[src/rtl/vx_packer_pkg.sv]
// Shared helpers for the vx_fifo_packer width-upsizing stage.
package vx_packer_pkg;

  // Index width for an n-entry range, never narrower than one bit.
  function automatic int unsigned lane_w(input int unsigned n);
    return (n <= 1) ? 1 : $clog2(n);
  endfunction

  localparam int unsigned MAX_RATIO = 64;

  typedef logic [MAX_RATIO-1:0] lane_mask_t;

endpackage

[src/rtl/vx_packer_timer.sv]
// Saturating idle counter: expired_o marks the LIMIT-th consecutive run cycle.
module vx_packer_timer
  import vx_packer_pkg::*;
#(
  parameter int unsigned LIMIT = 16
) (
  input  logic clk,
  input  logic reset,
  input  logic run_i,
  input  logic clear_i,
  output logic expired_o
);

  localparam int unsigned CW = lane_w(LIMIT);
  localparam logic [CW-1:0] TOP = CW'(LIMIT - 1);

  logic [CW-1:0] count_q, count_d;

  assign expired_o = run_i & (count_q == TOP);

  always_comb begin
    count_d = count_q;
    if (clear_i) begin
      count_d = '0;
    end else if (run_i && (count_q != TOP)) begin
      count_d = count_q + CW'(1);
    end
  end

  always_ff @(posedge clk) begin
    if (!reset) begin
      count_q <= '0;
    end else begin
      count_q <= count_d;
    end
  end

endmodule

[src/rtl/vx_fifo_packer.sv]
// Packs RATIO narrow beats into one wide word with a lane mask and pushes it
// to a downstream queue. Define VX_PACKER_TIMEOUT_EN to flush idle partial words.
module vx_fifo_packer
  import vx_packer_pkg::*;
#(
  parameter int unsigned IN_W    = 32,
  parameter int unsigned RATIO   = 4,
  parameter int unsigned OUT_W   = IN_W * RATIO,
  parameter int unsigned TIMEOUT = 16
) (
  input  logic             clk,
  input  logic             reset,
  input  logic             in_valid,
  input  logic [IN_W-1:0]  in_data,
  input  logic             in_last,
  output logic             in_ready,
  output logic             push,
  output logic [OUT_W-1:0] data_out,
  output logic [RATIO-1:0] mask_out,
  input  logic             full
);

  localparam int unsigned LW = lane_w(RATIO);

  if (RATIO < 2 || (RATIO & (RATIO - 1)) != 0 || OUT_W != IN_W * RATIO || TIMEOUT < 1)
  begin : g_cfg_err
    $error("vx_fifo_packer: invalid RATIO/OUT_W/TIMEOUT configuration");
  end

  logic [LW-1:0]    cnt_q, cnt_d;
  logic [OUT_W-1:0] acc_q, acc_d;
  logic [RATIO-1:0] acc_mask_q, acc_mask_d;
  logic [OUT_W-1:0] out_q, out_d;
  logic [RATIO-1:0] out_mask_q, out_mask_d;
  logic             out_valid_q, out_valid_d;

  logic             slot_free;
  logic             take;
  logic             complete;
  logic             flush;
  logic [OUT_W-1:0] merge_data;
  logic [RATIO-1:0] merge_mask;

  assign slot_free = ~out_valid_q | ~full;
  assign in_ready  = reset & slot_free;
  assign push      = out_valid_q & ~full;
  assign data_out  = out_q;
  assign mask_out  = out_mask_q;
  assign take      = in_valid & in_ready;
  assign complete  = take & ((cnt_q == LW'(RATIO - 1)) | in_last);

`ifdef VX_PACKER_TIMEOUT_EN
  logic idle_run;
  logic idle_expired;

  // An accepted beat always beats the timeout, so run is gated by take.
  assign idle_run = (cnt_q != '0) & ~take;
  assign flush    = idle_expired & slot_free;

  vx_packer_timer #(
    .LIMIT(TIMEOUT)
  ) u_timer (
    .clk      (clk),
    .reset    (reset),
    .run_i    (idle_run),
    .clear_i  (~idle_run),
    .expired_o(idle_expired)
  );
`else
  assign flush = 1'b0;
`endif

  always_comb begin
    merge_data = acc_q;
    merge_mask = acc_mask_q;
    for (int unsigned l = 0; l < RATIO; l++) begin
      if (cnt_q == LW'(l)) begin
        merge_data[l*IN_W +: IN_W] = in_data;
        merge_mask[l]              = 1'b1;
      end
    end
  end

  always_comb begin
    cnt_d       = cnt_q;
    acc_d       = acc_q;
    acc_mask_d  = acc_mask_q;
    out_d       = out_q;
    out_mask_d  = out_mask_q;
    out_valid_d = out_valid_q & ~push;
    if (complete) begin
      out_d       = merge_data;
      out_mask_d  = merge_mask;
      out_valid_d = 1'b1;
      cnt_d       = '0;
      acc_d       = '0;
      acc_mask_d  = '0;
    end else if (flush) begin
      out_d       = acc_q;
      out_mask_d  = acc_mask_q;
      out_valid_d = 1'b1;
      cnt_d       = '0;
      acc_d       = '0;
      acc_mask_d  = '0;
    end else if (take) begin
      acc_d      = merge_data;
      acc_mask_d = merge_mask;
      cnt_d      = cnt_q + LW'(1);
    end
  end

  always_ff @(posedge clk) begin
    if (!reset) begin
      cnt_q       <= '0;
      acc_q       <= '0;
      acc_mask_q  <= '0;
      out_q       <= '0;
      out_mask_q  <= '0;
      out_valid_q <= 1'b0;
    end else begin
      cnt_q       <= cnt_d;
      acc_q       <= acc_d;
      acc_mask_q  <= acc_mask_d;
      out_q       <= out_d;
      out_mask_q  <= out_mask_d;
      out_valid_q <= out_valid_d;
    end
  end

endmodule
[config.mk]
export PLATFORM = sky130hd
export DESIGN_NAME = vx_fifo_packer
export DESIGN_NICKNAME = d
export VERILOG_FILES = /design/src/rtl/vx_packer_pkg.sv /design/src/rtl/vx_packer_timer.sv /design/src/rtl/vx_fifo_packer.sv
export SDC_FILE = /design/constraint.sdc
export NUM_CORES = 1
export LEC_CHECK = 0
export BUFFER_PORTS_ARGS = -buffer_cell sky130_fd_sc_hd__buf_2
export CAP_MARGIN = 20
export CORE_ASPECT_RATIO = 1.5
export CORE_MARGIN = 2
export CORE_UTILIZATION = 28
export DETAILED_ROUTE_END_ITERATION = 10
export PLACE_DENSITY = 0.53
export RECOVER_POWER = 25
export SETUP_SLACK_MARGIN = 0.15
export SLEW_MARGIN = 0
export SYNTH_ARGS = -nofsm -noshare
export SYNTH_HDL_FRONTEND = slang
export SYNTH_SLANG_ARGS = --single-unit
[constraint.sdc]
create_clock -name clk -period 2 [get_ports clk]
set_clock_uncertainty 0.1 [all_clocks]
set_input_delay 0.2 -clock clk [delete_from_list [all_inputs] [get_ports clk]]
set_output_delay 0.2 -clock clk [all_outputs]
set_load 0.02 [all_outputs]
==> flow_summary.json, run 1 <==
{
  "ys_ff_latch": 267,
  "rsz0062_at_grt": "true",
  "p_per_area_mw_per_mm2": 866,
  "setup.worst_path.start_class": "flop",
  "hp-class": "in2reg",
  "path_buf_inv": 3,
  "synthesis.nets": 1221,
  "dp_slack_ns": 0.0650,
  "grt_max_degree": 131,
  "crit_type": "reg2out",
  "antenna_found_initial": 0,
  "finalHoldViolations": 0,
  "p_int_mw": 9.02,
  "io_pins": 171,
  "yosysUniqueCellTypes": 26,
  "required_ns": 1.70,
  "place_inst": 1708,
  "avgSynthCellArea_um2": 9.69,
  "async_flop_share": 0,
  "dr.pass1.iters": 5,
  "synth_edf_count": 0,
  "min_from": "full",
  "multi_input_area_mm2": 0.00533,
  "slew_viol_final": 0,
  "r2r_start": "cnt_q[1]",
  "port_buffers": 170,
  "synth_area_leader_cell": "dfxtp_1",
  "fill_cells": 4114,
  "drive_above_1_share": 0.143,
  "grt_pass1_vias": 9723,
  "fp.dieArea_mm2": 0.0425,
  "outcome": "complete, no violations",
  "grt_overflow": 0,
  "min_period_over_period": 0.890,
  "cts_buffers": 28,
  "max_stage_delay_ns": 0.32,
  "final_nets": 1312,
  "instances_no_fill": 1799,
  "ys_warn_count": 0,
  "core_region_area_mm2": 0.0403,
  "endpoint_kind": "output pin",
  "dr_total_vias": 10169,
  "dpl.hpwl_um": 24300,
  "seq_area_mm2": 0.00535,
  "chipHeight_um": 252,
  "viasPerCell": 5.65,
  "clockBufferDepth": 3,
  "postRouteAntennaNets": 0,
  "final_cell_mix": "dfxtp_1, nand4_1, a21oi_1",
  "p_sw_mw": 3.22,
  "crit_fanout": 6,
  "synth_area_mm2": 0.0114,
  "crit_slowest_cell": "dfxtp_1",
  "syn_to_final_growth_pct": 23.6,
  "setup_viol": 0,
  "layout_commonest_cell": "dfxtp_1",
  "gp_congestion": 0.772,
  "drt_wl_total_um": 40200,
  "drc": 0,
  "netlist_instances": 1180,
  "power.total_mw": 12.2,
  "power_frac_comb": 0.106,
  "pwr-share-seq": 0.447,
  "peakVddDrop_v": 0.000481,
  "first_iter_violations": 844,
  "arrival_ns": 1.48,
  "setup_ws_ns": 0.219,
  "clockPowerShare": 0.447,
  "routedWlPerCell_um": 22.4,
  "min_period_ns": 1.78,
  "placed_area_mm2": 0.0128,
  "drv_cap": 0,
  "fmax_mhz": 562,
  "cts.root.buffer_cell": "clkbuf_16",
  "cts.sinks": 267,
  "path_cells": "a21bo_4 > inv_6 > buf_12 > buf_4",
  "setup-tns-final_ns": 0,
  "grt_pass1_wl_um": 61200,
  "synth_top_area_frac": 0.467,
  "leakagePower_nw": 4.54,
  "grtUsageTotal": 0.182,
  "relSlewSlack": 0.536,
  "cts_max_level": 1,
  "clk_pin_slew_worst_paths_ns": 0.06,
  "ys_seq_area_frac": 0.467,
  "initial_core_util": 0.284,
  "ys.flop_type": "dfxtp_1",
  "synth.area.top_cells": "dfxtp_1, mux2i_1, o31ai_1",
  "fin_area_mm2": 0.0141,
  "clock_latency_ns": 0.56,
  "antennaDiodeCount": 0,
  "tritoncts": "yes",
  "switching_share": 0.263,
  "crit_family": "buffers and inverters",
  "dieWidth_um": 169,
  "worstSetupStartpoint": "out_valid_q",
  "tightestPinTransition_ns": 0.697,
  "rows": 90
}
## worst reg2reg max path: cells and delay by family, from the launching register on
family,cells,cell delay [ns]
buffers and inverters,1,0.24
and+or+nand+nor,1,0.30
DFF,1,0.35
adders and majority gates,1,0.19
AOI/OAI and AO/OA,2,0.52
## final cells by class
cell class | instances | share of cell area
clock buffer | 40 | 0.0571
clock inverter | 12 | 0.0109
sequential | 267 | 0.378
tap | 506 | 0.0448
timing repair buffer | 252 | 0.129
multi-input combinational | 713 | 0.377
inverter | 9 | 0.00292
## metal layers
| layer | global-route usage | vias to the layer above | share of wire |
|---|---|---|---|
| met5 | 0 | - | 0 |
| met4 | 0.0928 | 0 | 0.049 |
| met3 | 0.0231 | 66 | 0.049 |
| met2 | 0.296 | 331 | 0.48 |
| met1 | 0.237 | 5034 | 0.42 |
| li1 | - | 4738 | - |
## power by group through the flow
stage	clock (mW)	combinational [mW]	sequential [mW]
finish	5.47	1.30	5.47
global route	5.81	1.38	5.48
CTS	5.61	1.31	5.47
detailed placement	0	1.22	5.59
global placement	0	1.21	5.59
floorplan	0	0.696	5.65
## registers in the layout, indices dropped and copies added (netlist names)
name,cells
out_valid_q,1
data_out,128
cnt_q,2
acc_q,128
acc_mask_q,4
mask_out,4
## worst paths after layout
kind                                       to  slack (ns)  cells after the start
worst max-delay path                 in_ready        0.22                      4
worst max register to register   data_out[74]        0.23                      5
worst min-delay path              out_valid_q        0.04                      3
worst min register to register  data_out[122]        0.36                      1
## cell usage after synthesis (3+ instances only)
library cell	n
a21oi_1	128
a31oi_1	42
nand3_1	3
o2bb2ai_1	94
ha_1	4
buf_6	7
buf_2	34
buf_1	16
nand4_1	128
clkbuf_1	132
o31ai_1	128
dfxtp_1	267
a21oi_2	3
nor2_1	8
a211oi_1	38
inv_1	9
mux2i_1	128
## kinds of logic (layout without fill, tap and decap cells)
logic type | after synthesis | in the layout | share of synthesized area
AND/OR/NAND/NOR | 143 | 143 | 0.0759
buffers and inverters | 200 | 313 | 0.0746
multiplexers | 128 | 128 | 0.112
AO/OA/AOI/OAI | 438 | 438 | 0.266
flip-flops | 267 | 267 | 0.467
adder cells (fa/ha/maj) | 4 | 4 | 0.00438
## metrics by stage
stage | utilization | hold slack, ns
finish | 0.351 | 0.0409
detailed placement | 0.317 | 0.342
global placement | 0.317 | 0.343
CTS | 0.353 | 0.00161
floorplan | - | 0.308
global route | 0.351 | 0.0302
## timing repair
item,in CTS,in global routing
setup buffers,2,0
hold buffers,33,0
pin swaps,0,0
resized for setup,5,8
cloned,4,0
setup endpoints to repair,182,137
endpoints found under the hold margin,152,0
No activity file was read; power rests on OpenSTA's default activity.
==> run 2, diff against run 1 <==
CORE_UTILIZATION = 51   (was 28)
PLACE_DENSITY = 0.84   (was 0.53)
==> run 2 against run 1 <==
Hold slack gained 0.11 ns. Sequential power about the same. Utilization up 26 points. Total power fell by 6.3%. Clock-buffer cell count down 6. Register-to-register slack worse by 0.02 ns. Non-clock buffer count is 3 lower. First-iteration DRC count increased by 60%. Largest cell class unchanged. Sequential cell count unchanged. Cell area decreased by 3.6%. Combinational power down 3%. Sequential share of layout area up 1.4 points.
==> flow_summary.json, run 2 (synthesis gave the netlist of run 1 again) <==
{
  "core_region_area_mm2": 0.0222,
  "switching_share": 0.257,
  "grt_pass1_wl_um": 54600,
  "min_period_over_period": 0.922,
  "fmax_mhz": 542,
  "tightestPinTransition_ns": 0.645,
  "post-cts-setup-buffer-count": 0,
  "fp.dieArea_mm2": 0.0237,
  "chipHeight_um": 187,
  "antenna_found_initial": 0,
  "p_sw_mw": 2.95,
  "first_iter_violations": 1347,
  "final_nets": 1306,
  "antennaDiodeCount": 0,
  "initial_core_util": 0.515,
  "power_frac_comb": 0.110,
  "grtUsageTotal": 0.280,
  "cts_buffers": 24,
  "finalHoldViolations": 0,
  "postRouteAntennaNets": 0,
  "clk_pin_slew_worst_paths_ns": 0.07,
  "drc": 0,
  "rows": 67,
  "grt_overflow": 0,
  "port_buffers": 170,
  "tritoncts": "yes",
  "fill_cells": 1749,
  "p_per_area_mw_per_mm2": 842,
  "viasPerCell": 6.73,
  "clockBufferDepth": 3,
  "grt_pass1_vias": 9926,
  "arrival_ns": 1.54,
  "layout_commonest_cell": "dfxtp_1",
  "fin_area_mm2": 0.0136,
  "cts.sinks": 267,
  "dr.pass1.iters": 5,
  "drt_wl_total_um": 35700,
  "required_ns": 1.70,
  "p_int_mw": 8.52,
  "peakVddDrop_v": 0.000629,
  "drive_above_1_share": 0.135,
  "min_period_ns": 1.84,
  "grt_max_degree": 131,
  "pwr-share-seq": 0.477,
  "power.total_mw": 11.5,
  "drv_cap": 0,
  "outcome": "complete, no violations",
  "cts_max_level": 1,
  "setup-tns-final_ns": 0,
  "hp-class": "in2reg",
  "relSlewSlack": 0.570,
  "crit_fanout": 15,
  "rsz0062_at_grt": "true",
  "dr_total_vias": 10461,
  "endpoint_kind": "output pin",
  "setup_viol": 0,
  "placed_area_mm2": 0.0125,
  "leakagePower_nw": 4.46,
  "syn_to_final_growth_pct": 19.1,
  "place_inst": 1477,
  "routedWlPerCell_um": 23.0,
  "final_cell_mix": "dfxtp_1, nand4_1, a21oi_1, mux2i_1, o31ai_1",
  "holdWs_ns": 0.151,
  "gp_congestion": 0.819,
  "instances_no_fill": 1555,
  "clock_latency_ns": 0.52,
  "dpl.hpwl_um": 20900,
  "io_pins": 171,
  "cts.root.buffer_cell": "clkbuf_16",
  "setup.worst_path.start_class": "flop",
  "clockPowerShare": 0.413,
  "dieWidth_um": 126,
  "slew_viol_final": 0,
  "crit_type": "reg2out"
}
==> run 2: worst max-delay path: stages, from the launching register on <==
cell and delay, ns:
dfxtp_1 0.33, a21bo_4 0.24, inv_6 0.11, buf_16 0.17, buf_4 0.16
==> run 2: what timing repair did <==
item | 4_1_cts | 5_1_grt
hold buffers | 33 | 0
pin swaps | 1 | 0
hold endpoints to repair | 129 | 0
resized for setup | 3 | 10
setup endpoints to repair | 60 | 108
gates cloned | 2 | 3
==> run 2: per-layer routing <==
| layer | track usage | vias up | part of all wire |
|---|---|---|---|
| met5 | 0 | - | 0 |
| met2 | 0.457 | 599 | 0.48 |
| met1 | 0.347 | 5011 | 0.37 |
| met4 | 0.183 | 0 | 0.072 |
| met3 | 0.0323 | 139 | 0.073 |
| li1 | - | 4712 | - |
==> run 2: area by class of cell <==
| cell class | instances | area [um2] | area share |
|---|---|---|---|
| clock buffer | 34 | 709 | 0.0521 |
| clock inverter | 6 | 85.1 | 0.00625 |
| inverter | 9 | 41.3 | 0.00303 |
| multi-input combinational | 714 | 5330 | 0.392 |
| sequential | 267 | 5350 | 0.393 |
| tap | 276 | 345 | 0.0253 |
| timing repair buffer | 249 | 1760 | 0.129 |
==> run 2: final timing paths <==
kind                              startpoint      endpoint  slack [ns]  cells past startpoint
worst max-delay path             out_valid_q      in_ready        0.16                      4
worst min-delay path                    full   out_valid_q        0.15                      3
worst max register to register      cnt_q[1]  data_out[84]        0.21                      6
worst min register to register  data_out[23]  data_out[23]        0.36                      1
==> run 2: through the flow <==
step / setup WS [ns] / util
3_5_place_dp: 0.119 / 0.561
4_1_cts: 0.116 / 0.614
6_report: 0.156 / 0.613
3_3_place_gp: 0.189 / 0.561
2_1_floorplan: 0.152 / -
5_1_grt: 0.108 / 0.613
==> run 2: power by group through the flow <==
stage          Sequential [mW]  Combinational (mW)  Clock [mW]
2_1_floorplan             5.65               0.696           0
3_3_place_gp              5.58                1.13           0
3_5_place_dp              5.58                1.14           0
4_1_cts                   5.47                1.22        4.73
5_1_grt                   5.47                1.32        4.93
6_report                  5.47                1.26        4.74
